==> src/rtl/iris_seq_pkg.sv <==
// Shared types and defaults for the Iris classifier sequencer.
//   seq_state_t   : sequencer FSM states
//   class_t       : arg-max class index (0..2)
//   TIMEOUT_DEF   : default per-stage watchdog limit in cycles
//   CNT_WIDTH_DEF : default width of the completed-sample counter
package iris_seq_pkg;

    typedef enum logic [2:0] {
        IDLE,
        L1,
        L2,
        AM,
        HOLD,
        ERR
    } seq_state_t;

    typedef logic [1:0] class_t;

    localparam int TIMEOUT_DEF   = 64;
    localparam int CNT_WIDTH_DEF = 16;

endpackage

==> src/rtl/seq_watchdog.sv <==
// Per-stage watchdog for the Iris sequencer.
//   clk    : system clock
//   rst    : synchronous active-high reset
//   clear  : restart the count (asserted on entry to a stage)
//   evt    : the running stage has completed this cycle
//   expire : count reached TIMEOUT-1 and the stage did not complete
module seq_watchdog #(
    parameter int TIMEOUT = 64
) (
    input  logic clk,
    input  logic rst,
    input  logic clear,
    input  logic evt,
    output logic expire
);

    localparam int CW = (TIMEOUT > 1) ? $clog2(TIMEOUT) : 1;
    localparam logic [CW-1:0] LAST = CW'(TIMEOUT - 1);

    logic [CW-1:0] cnt;

    // Saturates at LAST so an idle sequencer never wraps back into range.
    always_ff @(posedge clk) begin
        if (rst || clear) begin
            cnt <= '0;
        end else if (cnt != LAST) begin
            cnt <= cnt + 1'b1;
        end
    end

    // A completion on the final cycle beats the timeout.
    assign expire = (cnt == LAST) && !evt;

endmodule

==> src/rtl/iris_seq_ctrl.sv <==
// Top-level sequencer for the Iris classifier pipeline.
// Accepts a sample, runs hidden layer, output layer and arg-max in order,
// then holds the winning class on a valid/ready output.
//   in_valid/in_ready     : sample request handshake (ready only in IDLE)
//   l1_start/l1_done      : hidden layer start pulse / done pulse
//   l2_start/l2_done      : output layer start pulse / done pulse
//   am_en/am_run/am_ready : arg-max enable, run level, result valid
//   am_class              : arg-max class index
//   out_valid/out_ready   : result handshake, out_class registered result
//   busy                  : high outside IDLE
//   err_clr/timeout_err   : sticky watchdog flag and its clear
//   sample_cnt            : count of completed output handshakes (wraps)
module iris_seq_ctrl
    import iris_seq_pkg::*;
#(
    parameter int TIMEOUT   = TIMEOUT_DEF,
    parameter int CNT_WIDTH = CNT_WIDTH_DEF
) (
    input  logic                 clk,
    input  logic                 rst,
    input  logic                 in_valid,
    output logic                 in_ready,
    output logic                 l1_start,
    input  logic                 l1_done,
    output logic                 l2_start,
    input  logic                 l2_done,
    output logic                 am_en,
    output logic                 am_run,
    input  logic                 am_ready,
    input  class_t               am_class,
    output logic                 out_valid,
    input  logic                 out_ready,
    output class_t               out_class,
    output logic                 busy,
    input  logic                 err_clr,
    output logic                 timeout_err,
    output logic [CNT_WIDTH-1:0] sample_cnt
);

    seq_state_t state;
    seq_state_t state_nxt;
    logic       stage_first;
    logic       armed;
    logic       wd_clear;
    logic       wd_event;
    logic       wd_expire;

    // Completion of the running stage; a done on the start cycle is ignored.
    always_comb begin
        wd_event = 1'b0;
        case (state)
            L1:      wd_event = l1_done && !stage_first;
            L2:      wd_event = l2_done && !stage_first;
            AM:      wd_event = am_ready;
            default: wd_event = 1'b0;
        endcase
    end

    assign wd_clear = (state_nxt != state);

    seq_watchdog #(
        .TIMEOUT (TIMEOUT)
    ) u_watchdog (
        .clk    (clk),
        .rst    (rst),
        .clear  (wd_clear),
        .evt    (wd_event),
        .expire (wd_expire)
    );

    always_ff @(posedge clk) begin
        if (rst) begin
            state       <= IDLE;
            stage_first <= 1'b0;
            armed       <= 1'b0;
        end else begin
            state       <= state_nxt;
            stage_first <= (state_nxt != state);
            // Keeps in_ready low for the first cycle after reset releases.
            armed       <= 1'b1;
        end
    end

    always_comb begin
        state_nxt = state;
        in_ready  = 1'b0;
        l1_start  = 1'b0;
        l2_start  = 1'b0;
        am_en     = 1'b0;
        am_run    = 1'b0;
        out_valid = 1'b0;
        busy      = 1'b1;
        case (state)
            IDLE: begin
                busy     = 1'b0;
                in_ready = armed;
                if (in_valid && armed) state_nxt = L1;
            end
            L1: begin
                l1_start = stage_first;
                if (wd_event)       state_nxt = L2;
                else if (wd_expire) state_nxt = ERR;
            end
            L2: begin
                l2_start = stage_first;
                if (wd_event)       state_nxt = AM;
                else if (wd_expire) state_nxt = ERR;
            end
            AM: begin
                am_en  = 1'b1;
                am_run = 1'b1;
                if (wd_event)       state_nxt = HOLD;
                else if (wd_expire) state_nxt = ERR;
            end
            HOLD: begin
                out_valid = 1'b1;
                if (out_ready) state_nxt = IDLE;
            end
            ERR: begin
                state_nxt = IDLE;
            end
            default: begin
                state_nxt = IDLE;
            end
        endcase
    end

    // Result register, sample counter and sticky error flag.
    always_ff @(posedge clk) begin
        if (rst) begin
            out_class   <= '0;
            sample_cnt  <= '0;
            timeout_err <= 1'b0;
        end else begin
            if (state == AM && am_ready) begin
                out_class <= am_class;
            end
            if (state == HOLD && out_ready) begin
                sample_cnt <= sample_cnt + 1'b1;
            end
            // Entering ERR only happens on expiry; the set beats err_clr.
            if (state_nxt == ERR && state != ERR) begin
                timeout_err <= 1'b1;
            end else if (err_clr) begin
                timeout_err <= 1'b0;
            end
        end
    end

endmodule

==> config.mk <==
export PLATFORM = sky130hd
export DESIGN_NAME = iris_seq_ctrl
export DESIGN_NICKNAME = d
export VERILOG_FILES = /design/src/rtl/iris_seq_pkg.sv /design/src/rtl/seq_watchdog.sv /design/src/rtl/iris_seq_ctrl.sv
export SDC_FILE = /design/constraint.sdc
export NUM_CORES = 1
export LEC_CHECK = 0
export CAP_MARGIN = 20
export CORE_ASPECT_RATIO = 0.5
export CORE_MARGIN = 5
export CORE_UTILIZATION = 46
export DETAILED_ROUTE_END_ITERATION = 16
export GPL_TIMING_DRIVEN = 0
export PLACE_DENSITY = 0.75
export SYNTH_ARGS = -nofsm -noshare
export SYNTH_HDL_FRONTEND = slang
export SYNTH_HIERARCHICAL = 1
export SYNTH_SLANG_ARGS = --single-unit
==> constraint.sdc <==
create_clock -name clk -period 3.7 [get_ports clk]
set_clock_uncertainty 0.15 [all_clocks]
set_input_delay 1.11 -clock clk [delete_from_list [all_inputs] [get_ports clk]]
set_output_delay 1.11 -clock clk [all_outputs]
set_load 0.05 [all_outputs]
* Word-level counts from Yosys, hierarchy flattened *
Index checks and enable logic that the tools add are counted.

storage, ports and cells
  bits of input ports = 10
  register bits after elaboration = 30
  logic and storage cells = 47
  output and inout bits = 26

operators by class
  add/subtract/negate cells = 2
  eq/ne operators = 9
  muxes and demuxes = 17
  reductions and logical operators = 12

operators with widths
  kind                   count
  $mux 3                 6
  $add 16x1->16 const B  1
  $pmux 3 s5             1
  $mux 1                 9
  $logic_and 1x1->1      7
  $add 6x1->6 const B    1
  $eq 3x2->1 const B     2
  $eq 3x3->1 const B     2
  $eq 6x6->1 const B     1
  $ne 6x6->1 const B     1
  $eq 3x1->1 const B     1
  $logic_not 3->1        1
  $ne 3x3->1             1
  $ne 3x3->1 const B     1
  $pmux 1 s3             1
  $logic_not 1->1        2
  $reduce_bool 2->1      1
  $logic_or 1x1->1       1

* Longest topological paths before layout *
  depth in word-level cells = 11
  gate-level depth with buffers = 11
  gate-level depth less buffers = 10

* Cells and area by module *
Netlist, hierarchy kept.

modules (own cells, without submodules)
  module         instances  area an instance (um^2)  seq. area each (um^2)  cells each
  iris_seq_ctrl  1          1209.9                   480.5                  147
  seq_watchdog   1          279.0                    120.1                  31

* Worst setup path after synthesis *
No wires, ideal clock.

  path kind = register to output
  start = reg state[0]
  end = out l1_start
  buffers on the path = 1
  arrival = 2.343 ns
  slack = 0.097 ns
  stages on the path, launching flop included = 4
  cell sequence = dfxtp_1 > clkbuf_1 > inv_1 > nor4b_1

on the way
  cells in the longest elaborated chain, start to end = 2

RTL lines
  element                 RTL line             RTL
  start, declared         iris_seq_ctrl.sv:40  seq_state_t state;
  start signal, assigned  iris_seq_ctrl.sv:77  state <= state_nxt;
  $eq 3x1->1              iris_seq_ctrl.sv:93  case (state)
  $mux 1                  iris_seq_ctrl.sv:93
  end, declared           iris_seq_ctrl.sv:23  output logic l1_start,

Every way passes these cells.

* Worst setup path in the final report *
  start = reg state[2]
  end = out out_valid

on the way
  cells in the longest elaborated chain, start to end = 2

RTL lines
  element        RTL line             RTL
  $eq 3x3->1     iris_seq_ctrl.sv:93
  $mux 1         iris_seq_ctrl.sv:93
  end, declared  iris_seq_ctrl.sv:31  output logic out_valid,

Every way passes these cells.

==> reports/qor.yml <==
outcome: "complete, no violations"
p_int_mw: 0.485
worstMarginPinSlew_ns: 0.518
drcViolationCount: 0
grt_use_total_pct: 16.4
setup_viol: 0
timing.hold.worst.class: "flip-flop to flip-flop"
dieArea_um2: 4540
drv_slew: 0
slew_headroom_pct: 65.4
cts_tree: "done"
peakVddDrop_uv: 241
grt_start_max_net_pins: 11
grt_pass1_wl_mm: 6.09
grt_overflow: 0
synth-edff-count: 0
rsz0062_at_grt: "no"
ys_warn_count: 6
clock_latency_ns: 0.28
antenna_cells: 0
io_pins: 36
ys_seq_elements: 30
synthFlopType: "dfxtp_1"
antenna_left: 0
maxCapViolations: 0
startpoint_type: "flip-flop"
cts_sinks: 30
wl_met1_mm: 1.81
root_buffer: "clkbuf_8"
drt_first_pass_iters: 4
synth-seq-area-share_pct: 40.3
drive_above_1_share_pct: 5.91
avgViaCountPerCell: 5.55
p_seq_share_pct: 51.5
fin_crit_ns: 3.51
rows: 14
grt_pass1_vias: 1361
required_ns: 2.44
cts_hold_buf: 0
met2_length_mm: 1.60
synthArstFlopShare_pct: 0
final_cells: 260
yosys.area.top_type: "dfxtp_1"
cts_setup_buffers: 0
synth_nets: 190
place_inst: 253
cp-end-kind: "output port"
met3_length_um: 112
final.setup.tns_ns: 0
start_util_pct: 48.9
antenna_found_initial: 0
synthDistinctLibCells: 43
p_comb_share_pct: 10.8
clk_pin_slew_ns: 0.06
p_leak_nw: 0.723
drt-wirelength-per-cell_um: 13.7
fp.dieH_um: 50.2
final_cell_mix: "clkdlybuf4s50_1, dfxtp_1, a21oi_1"
finalCritPeriodShare_pct: 94.8
top_layer_used: "met4"
area_growth_syn_to_layout_pct: 32.4
final_common_cell: "clkdlybuf4s50_1"
drt_iter0_markers: 73
netlist.area_leader.share_pct: 40.3
critical_path_arrival_ns: 2.25
io_buffers: 35
path_max_fanout: 10
via_count: 1443
die_w_um: 90.5
crit_type: "flip-flop to output port"
cts.path.max_buffers: 2
num-nets-final: 232
p_clk_share_pct: 37.8
avgSynthCellArea_um2: 8.36
place.gp.congestion: 0.810
powerDensity_nw_per_um2: 331
hpwlAfterDp_mm: 2.61
ys_top_cells_by_area: "dfxtp_1, a21oi_1, xor2_1"
cts_resized: 0
cts_buffers: 5
p_sw_share_pct: 25.7
fmax_mhz: 285
synth_cells: 178
htree_levels: 2
core-area_um2: 3050
p_switching_mw: 0.168
finalHoldViolCount: 0
drt_wl_total_mm: 3.57
syn-cell-area_um2: 1490
state kept, by name, indices dropped and copies added, names as in the netlist:
signal          cells
armed               1
out_class           2
sample_cnt         16
stage_first         1
state               3
timeout_err         1
u_watchdog/cnt      6
logic make-up (layout without fill, tap and decap cells):
logic type | Yosys count | in the layout | synth area share (%)
and+or+nand+nor | 74 | 74 | 28.7
AOI/OAI and AO/OA | 45 | 45 | 18.2
DFF | 30 | 30 | 40.3
buffers and inverters | 16 | 58 | 4.54
xor gates and xnor gates | 10 | 10 | 5.88
adders and majority gates | 2 | 2 | 1.68
muxes | 1 | 1 | 0.672
per-stage QoR:
step / util, % / power (mW) / setup WS, ns / hold slack [ns] / area (um^2)
after floorplan: - / 0.387 / 0.0969 / 0.320 / 1490
after global placement: 62.0 / 0.412 / 0.0673 / 0.294 / 1890
after detailed placement: 62.0 / 0.413 / 0.0580 / 0.297 / 1890
after CTS: 64.6 / 0.658 / 0.115 / 0.306 / 1970
after global routing: 64.7 / 0.687 / 0.0775 / 0.331 / 1970
final: 64.7 / 0.653 / 0.191 / 0.303 / 1970
cell type report:
class,count,area [um^2]
plain buffers,9,41.3
clock buffers,5,68.8
clock inverters,2,10.0
fillers,272,1080
inverters,7,26.3
multi-input cells,132,821
flip-flops and latches,30,601
well taps,40,50.0
repair buffers,35,353
routing by layer:
layer | vias up | track usage (%)
li1 | 735 | -
met1 | 678 | 21.5
met2 | 24 | 25.2
met3 | 6 | 5.82
met4 | 0 | 5.69
met5 | - | 0
power groups by stage:
stage          clock network [mW]  logic, mW  registers [mW]
2_1_floorplan                   0     0.0449           0.342
3_3_place_gp                    0     0.0692           0.343
3_5_place_dp                    0     0.0699           0.343
4_1_cts                     0.252     0.0703           0.336
5_1_grt                     0.273     0.0770           0.337
6_report                    0.246     0.0703           0.336
worst paths after layout:
path / from / to / slack, ns / cells after the start
max: state[2] / out_valid / 0.19 / 4
min: out_class[0] / out_class[0] / 0.30 / 2
max reg2reg: u_watchdog/cnt[0] / u_watchdog/cnt[0] / 1.18 / 10
min reg2reg: out_class[0] / out_class[0] / 0.30 / 2
cells in the mapped netlist, drive strengths merged (3+ instances only):
| cell type | number |
|---|---|
| dfxtp | 30 |
| nand4 | 7 |
| a21oi | 16 |
| or4 | 4 |
| o21ai | 12 |
| and3 | 5 |
| nand2 | 15 |
| and3b | 3 |
| nand3 | 7 |
| inv | 7 |
| o31ai | 4 |
| or3 | 4 |
| nor3 | 3 |
| nor2 | 14 |
| clkbuf | 7 |
| xor2 | 8 |
worst max-delay path: stages (launching register included):
cell             delay (ns)
dfxtp_1                0.40
clkbuf_1               0.34
inv_1                  0.19
nor3_1                 0.21
clkdlybuf4s50_1        0.83
No activity file was read; power rests on OpenSTA's default activity.
